==> src/rtl/se_pkg.sv <==
// se_pkg: shared constants and the power-up program contents of the
// instruction store. The optional write port is enabled by defining SE_WRITE_EN.
package se_pkg;

  localparam int ADDR_W = 5;
  localparam int DATA_W = 32;
  localparam int DEPTH  = 2 ** ADDR_W;

  localparam logic [DATA_W-1:0] NOP_WORD = 32'h0000_0000;
  localparam logic [5:0]        ADDI_OPC = 6'b001000;

  // Power-up word for entry i: "addi $i, $zero, i"
  // (opcode | rs=0 | rt=i | imm=i, zero-extended).
  function automatic logic [DATA_W-1:0] default_word(input int i);
    logic [4:0] r;
    r = i[4:0];
    return {ADDI_OPC, 5'b00000, r, 11'b000_0000_0000, r};
  endfunction

endpackage

==> src/rtl/se_mem.sv <==
// se_mem: storage array of the instruction store. With SE_WRITE_EN undefined
// it is a constant ROM of the default program; with SE_WRITE_EN defined it is
// a RAM pre-loaded with the default program plus one synchronous write port.
// The read is combinational; the caller registers it, so a same-address
// write is seen read-first.
module se_mem #(
  parameter int ADDR_W = se_pkg::ADDR_W,
  parameter int DATA_W = se_pkg::DATA_W
) (
`ifdef SE_WRITE_EN
  input  logic              clk,
  input  logic              we,
  input  logic [ADDR_W-1:0] waddr,
  input  logic [DATA_W-1:0] wdata,
`endif
  input  logic [ADDR_W-1:0] raddr,
  output logic [DATA_W-1:0] rdata
);

  import se_pkg::*;

  localparam int WORDS = 2 ** ADDR_W;

`ifdef SE_WRITE_EN
  typedef logic [DATA_W-1:0] mem_t [WORDS];

  // Builds the elaboration-time image of the default program.
  function automatic mem_t init_contents();
    mem_t m;
    for (int i = 0; i < WORDS; i++) begin
      m[i] = DATA_W'(default_word(i));
    end
    return m;
  endfunction

  // Contents come from the initializer only; reset never touches them.
  mem_t mem = init_contents();

  // Write port: one word per rising edge when the (reset-qualified) strobe is set.
  always_ff @(posedge clk) begin
    if (we) begin
      mem[waddr] <= wdata;
    end
  end

  // Asynchronous read of the addressed word (old value on a same-edge write).
  always_comb begin
    rdata = mem[raddr];
  end
`else
  // Constant ROM: the word is a pure function of the address.
  always_comb begin
    rdata = DATA_W'(default_word(int'(raddr)));
  end
`endif

endmodule

==> src/rtl/se.sv <==
// se: instruction store with a registered read port. Fetch address in,
// instruction word out one clock later; synchronous reset forces a NOP.
// Define SE_WRITE_EN to add the we/waddr/wdata program-load port.
module se #(
  parameter int ADDR_W = se_pkg::ADDR_W,
  parameter int DATA_W = se_pkg::DATA_W
) (
  input  logic              clk,
  input  logic              rst,
  input  logic [ADDR_W-1:0] adressIM,
`ifdef SE_WRITE_EN
  input  logic              we,
  input  logic [ADDR_W-1:0] waddr,
  input  logic [DATA_W-1:0] wdata,
`endif
  output logic [DATA_W-1:0] inst
);

  import se_pkg::*;

  logic [DATA_W-1:0] rdata;

`ifdef SE_WRITE_EN
  logic wen;

  // Writes are suppressed on reset edges.
  always_comb begin
    wen = we & ~rst;
  end
`endif

  se_mem #(
    .ADDR_W (ADDR_W),
    .DATA_W (DATA_W)
  ) u_mem (
`ifdef SE_WRITE_EN
    .clk   (clk),
    .we    (wen),
    .waddr (waddr),
    .wdata (wdata),
`endif
    .raddr (adressIM),
    .rdata (rdata)
  );

  // Output register: NOP while in reset, otherwise the fetched word.
  always_ff @(posedge clk) begin
    if (rst) begin
      inst <= DATA_W'(NOP_WORD);
    end else begin
      inst <= rdata;
    end
  end

endmodule

==> config.mk <==
export PLATFORM = sky130hd
export DESIGN_NAME = se
export DESIGN_NICKNAME = d
export VERILOG_FILES = /design/src/rtl/se_pkg.sv /design/src/rtl/se_mem.sv /design/src/rtl/se.sv
export SDC_FILE = /design/constraint.sdc
export NUM_CORES = 1
export LEC_CHECK = 0
export ABC_AREA = 1
export ABC_CLOCK_PERIOD_IN_PS = 800
export CORE_UTILIZATION = 32
export CTS_BUF_LIST = sky130_fd_sc_hd__clkbuf_16
export CTS_CLUSTER_DIAMETER = 100
export DETAILED_ROUTE_END_ITERATION = 8
export MAX_ROUTING_LAYER = met4
export PLACE_DENSITY_LB_ADDON = 0.05
export SLEW_MARGIN = 15
export SYNTH_ARGS = -nofsm -noshare
export SYNTH_HDL_FRONTEND = slang
export SYNTH_HIERARCHICAL = 1
export SYNTH_SLANG_ARGS = --single-unit
export TNS_END_PERCENT = 50
==> constraint.sdc <==
create_clock -name clk -period 0.8 [get_ports clk]
set_input_delay 0.16 -clock clk [delete_from_list [all_inputs] [get_ports clk]]
set_output_delay 0.16 -clock clk [all_outputs]
set_load 0.005 [all_outputs]
==> Word-level counts from Yosys, hierarchy flattened <==
Cells that the tools add are included.
{ "classes": {"muxes": 1} }
{ "ops": {"columns": ["operator", "n"], "rows": [
  ["$mux 30", 1]
]} }
{ "totals": {"reg_bits": 32, "out_inout_bits": 32, "input_bits": 7, "elab_cells": 3} }

==> Longest topological paths before layout <==
Gate-level depths: netlist of the first run.
{ "depth": {"ltp_word": 1, "ltp_mapped": 3, "depth_no_buf": 2} }

==> Modules after synthesis <==
Netlist of the first run, hierarchy kept.
{ "modules_own_cells": {"columns": ["mod", "n_inst", "cells_each", "area_each_um2"], "rows": [
  ["se", 1, 99, 914.6],
  ["se_mem", 1, 34, 247.7]
]} }

==> Least setup slack after synthesis of the first run <==
No wires, ideal clock.
{ "synth_path": {"kind": "register to output", "start": "register inst[0]", "end": "output port inst[0]", "required_time_ns": 0.640, "arrival_time_ns": 0.298, "stages_incl_launch_ff": 1, "path_slack_ns": 0.342, "cell_sequence": "dfxtp_1"} }
{ "synth_rtl": {"columns": ["element", "line_no", "text"], "rows": [
  ["start: declaration", "se.sv:16", "output logic [DATA_W-1:0] inst"],
  ["start signal: assignment", "se.sv:49", "inst <= DATA_W'(NOP_WORD);"],
  ["start signal: assignment", "se.sv:51", "inst <= rdata;"]
]} }
No word-level cell between the ends.

==> Worst setup path in the final report of the first run <==
{ "layout_path": {"start": "register inst[23]", "end": "output port inst[23]"} }
No word-level cell between the ends.

==> impl_table.tex, run 1 <==
\begin{tabular}{lr}
\hline
Metric & Value \\
\hline
\multicolumn{2}{l}{\textbf{GRT}} \\
\quad Via count of the first global-routing pass & between 600 and 700 \\
\quad Pin count of the biggest net entering global routing & 14 \\
\quad First-pass GRT wire length & around 2600 um \\
\quad Total routing resource utilization after global routing & about a tenth \\
\quad Antenna violations before repair & 0 \\
\quad Residual overflow from global routing & 0 \\
\multicolumn{2}{l}{\textbf{Setup path}} \\
\quad Delay of the slowest critical-path stage & roughly 0.31 ns \\
\quad Family of cells with the greatest summed delay on the critical path & flip-flops \\
\quad Top fanout value on the critical path & 1 \\
\quad Worst path slowest cell & dfxtp\_2 \\
\quad Crit path DAT & between 0.6 and 0.7 ns \\
\quad Worst Setup SP & inst[23] \\
\quad Worst Setup End Kind & output port \\
\quad Buffering stage count on the worst path with inverters included & 1 \\
\quad Setup Crit Path Kind & reg -> out \\
\quad Cell Chain, Critical Path & buf\_2 \\
\quad Element type at the critical path start & flop \\
\quad Critical path required time & 0.64 ns \\
\multicolumn{2}{l}{\textbf{Clock tree}} \\
\quad CTS Buffer Depth & 2 \\
\quad CTS H-Tree Depth & 2 \\
\quad Number of clock sinks & 32 \\
\quad Number of hold buffers added after cts & 0 \\
\quad Clock Pin Slew Worst Setup and Hold Paths & 0.05 ns \\
\quad Num CTS Buffers & 5 \\
\quad Post-CTS setup buffer count & 0 \\
\quad TritonCTS clock tree & built \\
\quad CTS Root Buffer Type & clkbuf\_16 \\
\multicolumn{2}{l}{\textbf{Final layout}} \\
\quad Number of antenna repair diodes & 0 \\
\quad Area growth from synthesis to layout & 24.11\% \\
\quad Proportion of layout cells with a drive suffix above 1 & between 20 and 30\% \\
\quad Commonest cells after routing, fill and taps aside & 33 x inv\_1, 32 x nor2\_1, 29 x buf\_2 \\
\quad Register with the highest flop count & inst \\
\quad Number of flip-flops under the largest register name & 32 \\
\quad Design area & between 1000 and 1500 um2 \\
\quad Largest registers & inst x32 \\
\quad Post-layout net count & 174 \\
\quad Count of fill cells added during filler insertion & about 380 \\
\quad Most common library cell in the layout ignoring fill and taps & inv\_1 \\
\multicolumn{2}{l}{\textbf{Detailed routing}} \\
\quad Antenna violation net count after detailed routing & 0 \\
\quad Drt initial violations & 13 \\
\quad Via count & approximately 670 \\
\quad Detailed-route vias per instance & between 3 and 4 \\
\quad Routed wire length per instance & about 7.2 um \\
\quad Aggregate routed wire length & between 1500 and 2000 um \\
\quad Router iterations before antenna repair & 2 \\
\quad Residual DRC & 0 \\
\multicolumn{2}{l}{\textbf{Timing}} \\
\quad Setup slack of the critical path after layout & -0.04097 ns \\
\quad Number of pins with negative max-slew slack in the final report & 0 \\
\quad Unrepaired setup endpoints after global routing & true \\
\quad Shortest period the worst path allows & between 0.8 and 0.9 ns \\
\quad Highest clock frequency the design can meet & between 1 and 1.5 GHz \\
\quad Number of failing hold endpoints at the final stage & 0 \\
\quad Final setup violating endpoints & 32 \\
\quad Post-route fraction of the period consumed by the critical path & 105.1\% \\
\multicolumn{2}{l}{\textbf{Pwr}} \\
\quad Share of power burned in combinational logic & slightly above 7\% \\
\quad Worst VDD drop & $\sim$1.3 mV \\
\quad Switching power summed over all nets & 0.0007046 W \\
\quad Clock share of power & 46.0\% \\
\quad Leakage power figure & 0.7449 nW \\
\quad Internal Pwr Total & between 0.002 and 0.003 W \\
\quad Sw frac & 19.36\% \\
\quad Portion of total power attributed to sequential cells & 46.8\% \\
\quad Power density cells & about 2500 nW/um2 \\
\multicolumn{2}{l}{\textbf{Floorplan}} \\
\quad Die height & 62.27 um \\
\quad Cell row count & 21 \\
\quad Die footprint & a little under 4000 um2 \\
\quad Number of primary I/O pins & 39 \\
\quad Effective utilization at floorplan & between 30\% and 40\% \\
\quad Area inside the core boundary & around 3400 um2 \\
\quad X dimension of the die & 62.27 um \\
\multicolumn{2}{l}{\textbf{Hold path}} \\
\quad Hold Path Origin & adressIM[4] \\
\quad Worst hold-check path type & in -> reg \\
\multicolumn{2}{l}{\textbf{Synthesis}} \\
\quad Sequential share of the synthesized area & a little under three fifths \\
\quad Synthesized area & about 1200 um2 \\
\quad Mapped Cells & 133 \\
\quad Number of distinct library cells after synthesis & 6 \\
\quad Syn\_area\_per\_cell & slightly below 9 um2 \\
\quad Yosys synthesis warning count & 6 \\
\quad Register bit count reported by yosys & 32 \\
\multicolumn{2}{l}{\textbf{Status}} \\
\quad Failing checks & negative setup slack \\
\quad Outcome & finished, violations left \\
\multicolumn{2}{l}{\textbf{Place}} \\
\quad Detailed-placement wirelength estimate & $\sim$1100 um \\
\quad Last weighted congestion value of the routability-driven placer & between 0.7 and 0.8 \\
\quad Number of buffer cells added on primary ports & 38 \\
\quad Worst setup slack before clock tree synthesis & -0.1993 ns \\
\quad Placement-stage cell area & about 1400 um2 \\
\multicolumn{2}{l}{\textbf{Flow run}} \\
\quad Number of maximum-capacitance violations & 0 \\
\hline
\end{tabular}
## area by class of cell
type / count / area, um2 / share of cell area, %
flip-flops and latches: 32 / 646.9 / 44.84
repair buffers: 42 / 281.5 / 19.51
multi-input cells: 54 / 202.7 / 14.05
clock buffers: 5 / 125.1 / 8.673
inverters: 32 / 120.1 / 8.326
well taps: 46 / 57.56 / 3.990
clock inverters: 2 / 8.758 / 0.6071
## tightest hold or removal path, stage by stage
cell             delay (ns)
clkdlybuf4s50_1        0.42
inv_1                  0.06
nor2_1                 0.03
## what timing repair did
| item | 4_1_cts | 5_1_grt |
|---|---|---|
| resized for setup | 128 | 7 |
| gates cloned | 0 | 0 |
| endpoints found under the setup margin | 32 | 32 |
## path summary, 6_finish.rpt
check                  end  cells after the start
setup / recovery  inst[23]                      1
hold / removal    inst[20]                      3
## cells by family (layout without fill, tap and decap cells)
family                 count (synthesis)  in the layout  share of synthesized area (%)
buffers and inverters                 67             81                          33.91
flip-flops                            32             32                          55.11
AND/OR/NAND/NOR                       32             32                          10.33
other                                  2             22                         0.6461
## power by group through the flow
| stage | Sequential (W) | Clock, W | Combinational (W) |
|---|---|---|---|
| final | 0.00170 | 0.00168 | 0.000260 |
| after global routing | 0.00171 | 0.00181 | 0.000299 |
| after CTS | 0.00170 | 0.00174 | 0.000251 |
| after detailed placement | 0.00174 | 0 | 0.000330 |
| after global placement | 0.00173 | 0 | 0.000329 |
| after floorplan | 0.00175 | 0 | 0.000211 |
## per-stage QoR
step	hold slack [ns]	cells	setup TNS (ns)	util, %	total power, W
4_1_cts	0.4446	213	-1.273	41.54	0.003695
2_1_floorplan	0.2324	153	0	-	0.001960
5_1_grt	0.4567	213	-1.680	42.23	0.003821
3_5_place_dp	0.7274	206	-6.523	42.27	0.002065
6_report	0.4430	213	-0.9012	42.23	0.003640
3_3_place_gp	0.7312	206	-6.497	42.27	0.002064
## routing by layer
metal | track usage (%) | up-vias | routed length [um]
li1 | - | 376 | -
met1 | 10.69 | 267 | 726
met2 | 12.64 | 22 | 673
met3 | 4.228 | 2 | 120
met4 | 7.849 | 0 | 17
met5 | - | - | 0
## synthesized netlist by cell type
library cell,count,share of area [%]
buf_4,32,21
buf_6,3,2.9
conb_1,2,0.65
dfxtp_1,32,55
inv_1,32,10
nor2_1,32,10
No activity file was read; power rests on OpenSTA's default activity.
==> inputs of run 2 (changes only) <==
Settings changed: ABC_CLOCK_PERIOD_IN_PS 800 to 1100.
Clock period 0.8 ns to 1.1 ns, I/O delays scaled along.
==> run 2 against run 1 <==
Critical path depth is the same. Via count grew 5.8%. Critical path type unchanged. The flow now finishes without violations. Largest power group unchanged. Sequential power shrank 27%. Count of clock-buffer cells in the layout is the same.
==> impl_table.tex, run 2 (same netlist as run 1, synthesis figures left out) <==
\begin{tabular}{lr}
\hline
Metric & Value \\
\hline
\multicolumn{2}{l}{\textbf{Status}} \\
\quad Outcome & complete, no violations \\
\multicolumn{2}{l}{\textbf{Detailed routing}} \\
\quad Highest routed layer & met4 \\
\quad Routed length on met2 & 722 um (+7.3\%) \\
\quad Routed wire length per instance & 7.164 um (-0.65\%) \\
\quad Drt initial violations & 4 (-9) \\
\quad Amount of wire on met3 after detailed routing & 132 um (+10\%) \\
\quad Aggregate routed wire length & 1526 um (-0.65\%) \\
\quad Router iterations before antenna repair & 3 (+1) \\
\quad Via count & 706 (+5.8\%) \\
\quad Residual DRC & 0 (unchanged) \\
\quad Detailed-route vias per instance & 3.315 (+5.8\%) \\
\quad Post-Route M1 WL & 616 um (-15\%) \\
\quad Antenna violation net count after detailed routing & 0 (unchanged) \\
\multicolumn{2}{l}{\textbf{Setup path}} \\
\quad Crit path DAT & 0.81 ns (+0.13 ns) \\
\quad Cell Chain, Critical Path & dlygate4sd2\_1 \\
\quad Critical path required time & 0.88 ns (+0.24 ns) \\
\quad Setup Crit Path Kind & reg -> out \\
\quad Worst path slowest cell & dfxtp\_1 \\
\quad Buffering stage count on the worst path with inverters included & 1 (unchanged) \\
\quad Top fanout value on the critical path & 1 (unchanged) \\
\quad Element type at the critical path start & flop \\
\quad Family of cells with the greatest summed delay on the critical path & flip-flops \\
\quad Delay of the slowest critical-path stage & 0.29 ns (-0.02 ns) \\
\quad Worst Setup End Kind & output port \\
\multicolumn{2}{l}{\textbf{Place}} \\
\quad Number of buffer cells added on primary ports & 38 (unchanged) \\
\quad Worst setup slack before clock tree synthesis & 0.02327 ns (+0.2226 ns) \\
\quad Detailed-placement wirelength estimate & 1100 um (-3.3\%) \\
\quad Last weighted congestion value of the routability-driven placer & 0.7369 (+0.22\%) \\
\multicolumn{2}{l}{\textbf{Clock tree}} \\
\quad CTS Root Buffer Type & clkbuf\_16 \\
\quad CTS Buffer Depth & 2 (unchanged) \\
\quad Number of clock sinks & 32 (unchanged) \\
\quad CTS H-Tree Depth & 2 (unchanged) \\
\quad TritonCTS clock tree & built \\
\quad Num CTS Buffers & 5 (unchanged) \\
\quad Clock Pin Slew Worst Setup and Hold Paths & 0.05 ns (about the same) \\
\multicolumn{2}{l}{\textbf{Timing}} \\
\quad Number of pins with negative max-slew slack in the final report & 0 (unchanged) \\
\quad Unrepaired setup endpoints after global routing & false \\
\quad Post-route fraction of the period consumed by the critical path & a little over nine tenths \\
\quad Final Hold Slack & 0.5059 ns (+0.06283 ns) \\
\quad Setup slack of the critical path after layout & 0.06764 ns (+0.1086 ns) \\
\quad Final setup violating endpoints & 0 (-100\%) \\
\quad Number of failing hold endpoints at the final stage & 0 (unchanged) \\
\quad Setup TNS & 0 ns (+0.9012 ns) \\
\quad Highest clock frequency the design can meet & slightly below 1 GHz \\
\quad Shortest period the worst path allows & 1.032 ns \\
\multicolumn{2}{l}{\textbf{Hold path}} \\
\quad Depth of the worst hold-timing path & 3 (unchanged) \\
\quad Worst hold-check path type & in -> reg \\
\quad Hold Path Origin & adressIM[4] \\
\quad Worst-case hold path end point & inst[4] \\
\multicolumn{2}{l}{\textbf{Final layout}} \\
\quad Post-layout utilization of the core & 44.87\% (+2.6 points) \\
\quad Register with the highest flop count & inst \\
\quad Most common library cell in the layout ignoring fill and taps & inv\_1 \\
\quad Commonest cells after routing, fill and taps aside & 34 x inv\_1, 32 x nor2\_1, 32 x dfxtp\_1, 32 x dlygate4sd2\_1, 22 x conb\_1 \\
\quad Largest registers & inst x32 \\
\quad Post-layout net count & 173 (-0.57\%) \\
\quad Number of flip-flops under the largest register name & 32 (unchanged) \\
\quad Number of antenna repair diodes & 0 (unchanged) \\
\quad Proportion of layout cells with a drive suffix above 1 & 4.790\% (-23 points) \\
\quad Count of fill cells added during filler insertion & 364 (-3.7\%) \\
\quad Area growth from synthesis to layout & 31.86\% \\
\multicolumn{2}{l}{\textbf{GRT}} \\
\quad Total routing resource utilization after global routing & 10.16\% (+0.70 points) \\
\quad Via count of the first global-routing pass & 663 (+10\%) \\
\quad Pin count of the biggest net entering global routing & 18 (+4) \\
\quad Antenna violations before repair & 0 (unchanged) \\
\quad First-pass GRT wire length & 2704 um (+2.1\%) \\
\quad Residual overflow from global routing & 0 (unchanged) \\
\multicolumn{2}{l}{\textbf{Pwr}} \\
\quad Worst VDD drop & 0.8872 mV (-31\%) \\
\quad Leakage power figure & 0.8015 nW (+7.6\%) \\
\quad Tot Pwr & 0.002667 W (-27\%) \\
\quad Power density cells & 1740 nW/um2 (-31\%) \\
\multicolumn{2}{l}{\textbf{Floorplan}} \\
\quad Die footprint & 3878 um2 (unchanged) \\
\quad Die height & 62.27 um (unchanged) \\
\quad Effective utilization at floorplan & 34.03\% (unchanged) \\
\quad Cell row count & 21 (unchanged) \\
\quad Number of primary I/O pins & 39 (unchanged) \\
\quad Area inside the core boundary & 3416 um2 (unchanged) \\
\quad X dimension of the die & 62.27 um (unchanged) \\
\multicolumn{2}{l}{\textbf{Flow run}} \\
\quad Number of maximum-capacitance violations & 0 (unchanged) \\
\hline
\end{tabular}
run 2: cell count changes in the layout (fill, tap and decap cells not counted), moves of 3 or more:
cell / previous run / this run
dfxtp_2: 5 / 0
buf_2: 29 / 0
dfxtp_1: 27 / 32
dlygate4sd2_1: 0 / 32
buf_6: 3 / 0
run 2: worst max path at each step:
stage	from	end	slack (ns)	depth (start not counted)
2_1_floorplan	inst[0]	inst[0]	0.58	0
6_report	inst[27]	inst[27]	0.07	1
4_1_cts	inst[20]	inst[20]	0.05	1
3_3_place_gp	rst	inst[18]	0.03	3
5_1_grt	inst[10]	inst[10]	0.03	1
3_5_place_dp	rst	inst[19]	0.02	3
run 2: power by group:
part           switching [W]  total [W]  internal [W]
logic              0.0000858   0.000195      0.000109
registers          0.0000123    0.00124       0.00122
clock network       0.000426    0.00124      0.000810
run 2: routing by layer:
metal | vias up | GRT usage [%]
met1 | 299 | 8.343
met5 | - | -
met3 | 6 | 6.434
li1 | 375 | -
met2 | 26 | 16.21
met4 | 0 | 7.849
run 2: area by class of cell:
cell class	count	area, um2	area share (%)
clock buffer	5	125.1	8.163
clock inverter	3	11.26	0.7347
inverter	32	120.1	7.837
multi-input combinational	54	202.7	13.22
sequential	32	640.6	41.80
tap	46	57.56	3.755
timing repair buffer	41	375.4	24.49
run 2: what timing repair did:
action | in CTS | in global routing
gates resized for setup | 32 | 0
endpoints found under the setup margin | 32 | 0
hold buffers | 0 | 0
buffers inserted | 0 | 0
run 2: stage by stage:
stage | cell area (um2) | instances
2_1_floorplan | 1237 | 153
3_3_place_gp | 1436 | 205
3_5_place_dp | 1436 | 205
4_1_cts | 1533 | 213
5_1_grt | 1533 | 213
6_report | 1533 | 213
==> RTL change: new RTL, flow settings as in run 2 <==
Add an input register stage for `adressIM`, with the module's reset; this delays it by one clock.
--- a/src/rtl/se.sv
+++ b/src/rtl/se.sv
@@ -19,2 +19,12 @@
   import se_pkg::*;
+
+  logic [ADDR_W-1:0] adressIM_q;
+
+  always_ff @(posedge clk) begin
+    if (rst) begin
+      adressIM_q <= '0;
+    end else begin
+      adressIM_q <= adressIM;
+    end
+  end
 
@@ -41,3 +51,3 @@
 `endif
-    .raddr (adressIM),
+    .raddr (adressIM_q),
     .rdata (rdata)
Behaviour: not the same (Yosys sat finds a counterexample within 4 cycles, from zero or initial values and one cycle with rst high).
==> RTL change against run 2 <==
Power grew 9.0%. Wire length increased by 3.1%. Sequential cell count rose by 5. Worst setup slack worse by 11 ps. Non-clock buffer count unchanged. Sequential power up 15%. Cell area is 9.6% higher. Via count increased by 7.4%. Synthesized area rose by 13%.
==> RTL change: results <==
synthesis:
  synth_mux_area_share_pct: 0
  synth_cell_types: 7
  async_reset_ff_share_pct: 0
  synth_fa_ha_area_share_pct: 0
  synthFlopType: "dfxtp_1"
  synth_top_cells_by_count: "dfxtp_1, inv_1, nor2_1"
  ys_seq_area_share_pct: 56.3
  synthCells: 149
  synth.area.top_cells: "dfxtp_1, buf_4, inv_1"
worst_setup_path:
  critPathArrivalTime_ps: 820
  worstSetupEndpoint: "inst[19]"
  slowest_delay_ps: 300
  critPathTopFamily: "flip-flops"
  cp_slowest_cell: "dfxtp_1"
  timing.rr.end: "inst[0]"
  worstRegToRegCells: 2
  crit_start: "inst[19]"
power_and_ir_drop:
  leakage_nw: 0.856
  ir_worst_vdd_v: 0.000822
cts:
  cts_max_level: 2
  cts_buffers: 5
  clk_pin_slew_ps: 50
detailed_routing:
  drt_iter0_markers: 35
  routedWlPerCell_um: 6.84
  vias_per_cell: 3.30
final_layout:
  drive_gt1_share_pct: 6.04
  largest_registers: "inst (32), adressIM_q (5)"
  fin_cells: 230
  nets: 188
placement:
  numPortBuffers: 38
  place_area_mm2: 0.00158
  dp.cells: 222
  place_hpwl_mm: 1.12
  routabilityCongestion: 0.579
worst_hold_path:
  hold_depth: 2
  holdPathEnd: "inst[17]"
  hp-class: "register to register"
  worstHoldStart: "adressIM_q[1]"
grt:
  grt_pass1_wl_mm: 2.65
  use_met3_pct: 5.17
  grt_max_degree: 27
  grt_util_met1_pct: 8.43
  gr-usage-met2_pct: 14.4
  antenna_found_initial: 0
  grt_pass1_vias: 653
  grtUsageTotal_pct: 9.07
sta:
  fmax_ghz: 0.958
  finClkSkew_ps: 1.10
status:
  status: "finished clean"
-- RTL change: cell types whose count changed after synthesis --
cell | before | now
dfxtp_1 | 32 | 37
buf_6 | 3 | 4
nor2_1 | 32 | 35
inv_1 | 32 | 37
nor2_2 | 0 | 2
-- RTL change: stage by stage --
stage               hold slack [ps]  worst slack [ps]
floorplan                       327               494
global placement                408              16.8
detailed placement              413              1.25
CTS                             421              44.1
global route                    444              18.3
finish                          418              56.7
-- RTL change: power breakdown --
part | internal, W | switching, W
clock | 0.000817 | 0.000472
sequential | 0.00141 | 0.0000158
combinational | 0.000108 | 0.0000869
total | 0.00233 | 0.000575
-- RTL change: final cells by class --
type                       instances  area, µm²
clock inverter                     3       12.5
sequential                        37        741
inverter                          37        139
fill                             385       2120
multi-input combinational         59        226
tap                               48       60.1
clock buffer                       5        125
timing repair buffer              41        375
-- RTL change: metal layers --
layer | vias to the layer above | wire length (µm)
li1 | 414 | -
met4 | 0 | 20
met2 | 25 | 768
met1 | 317 | 668
met3 | 2 | 116
met5 | - | 0
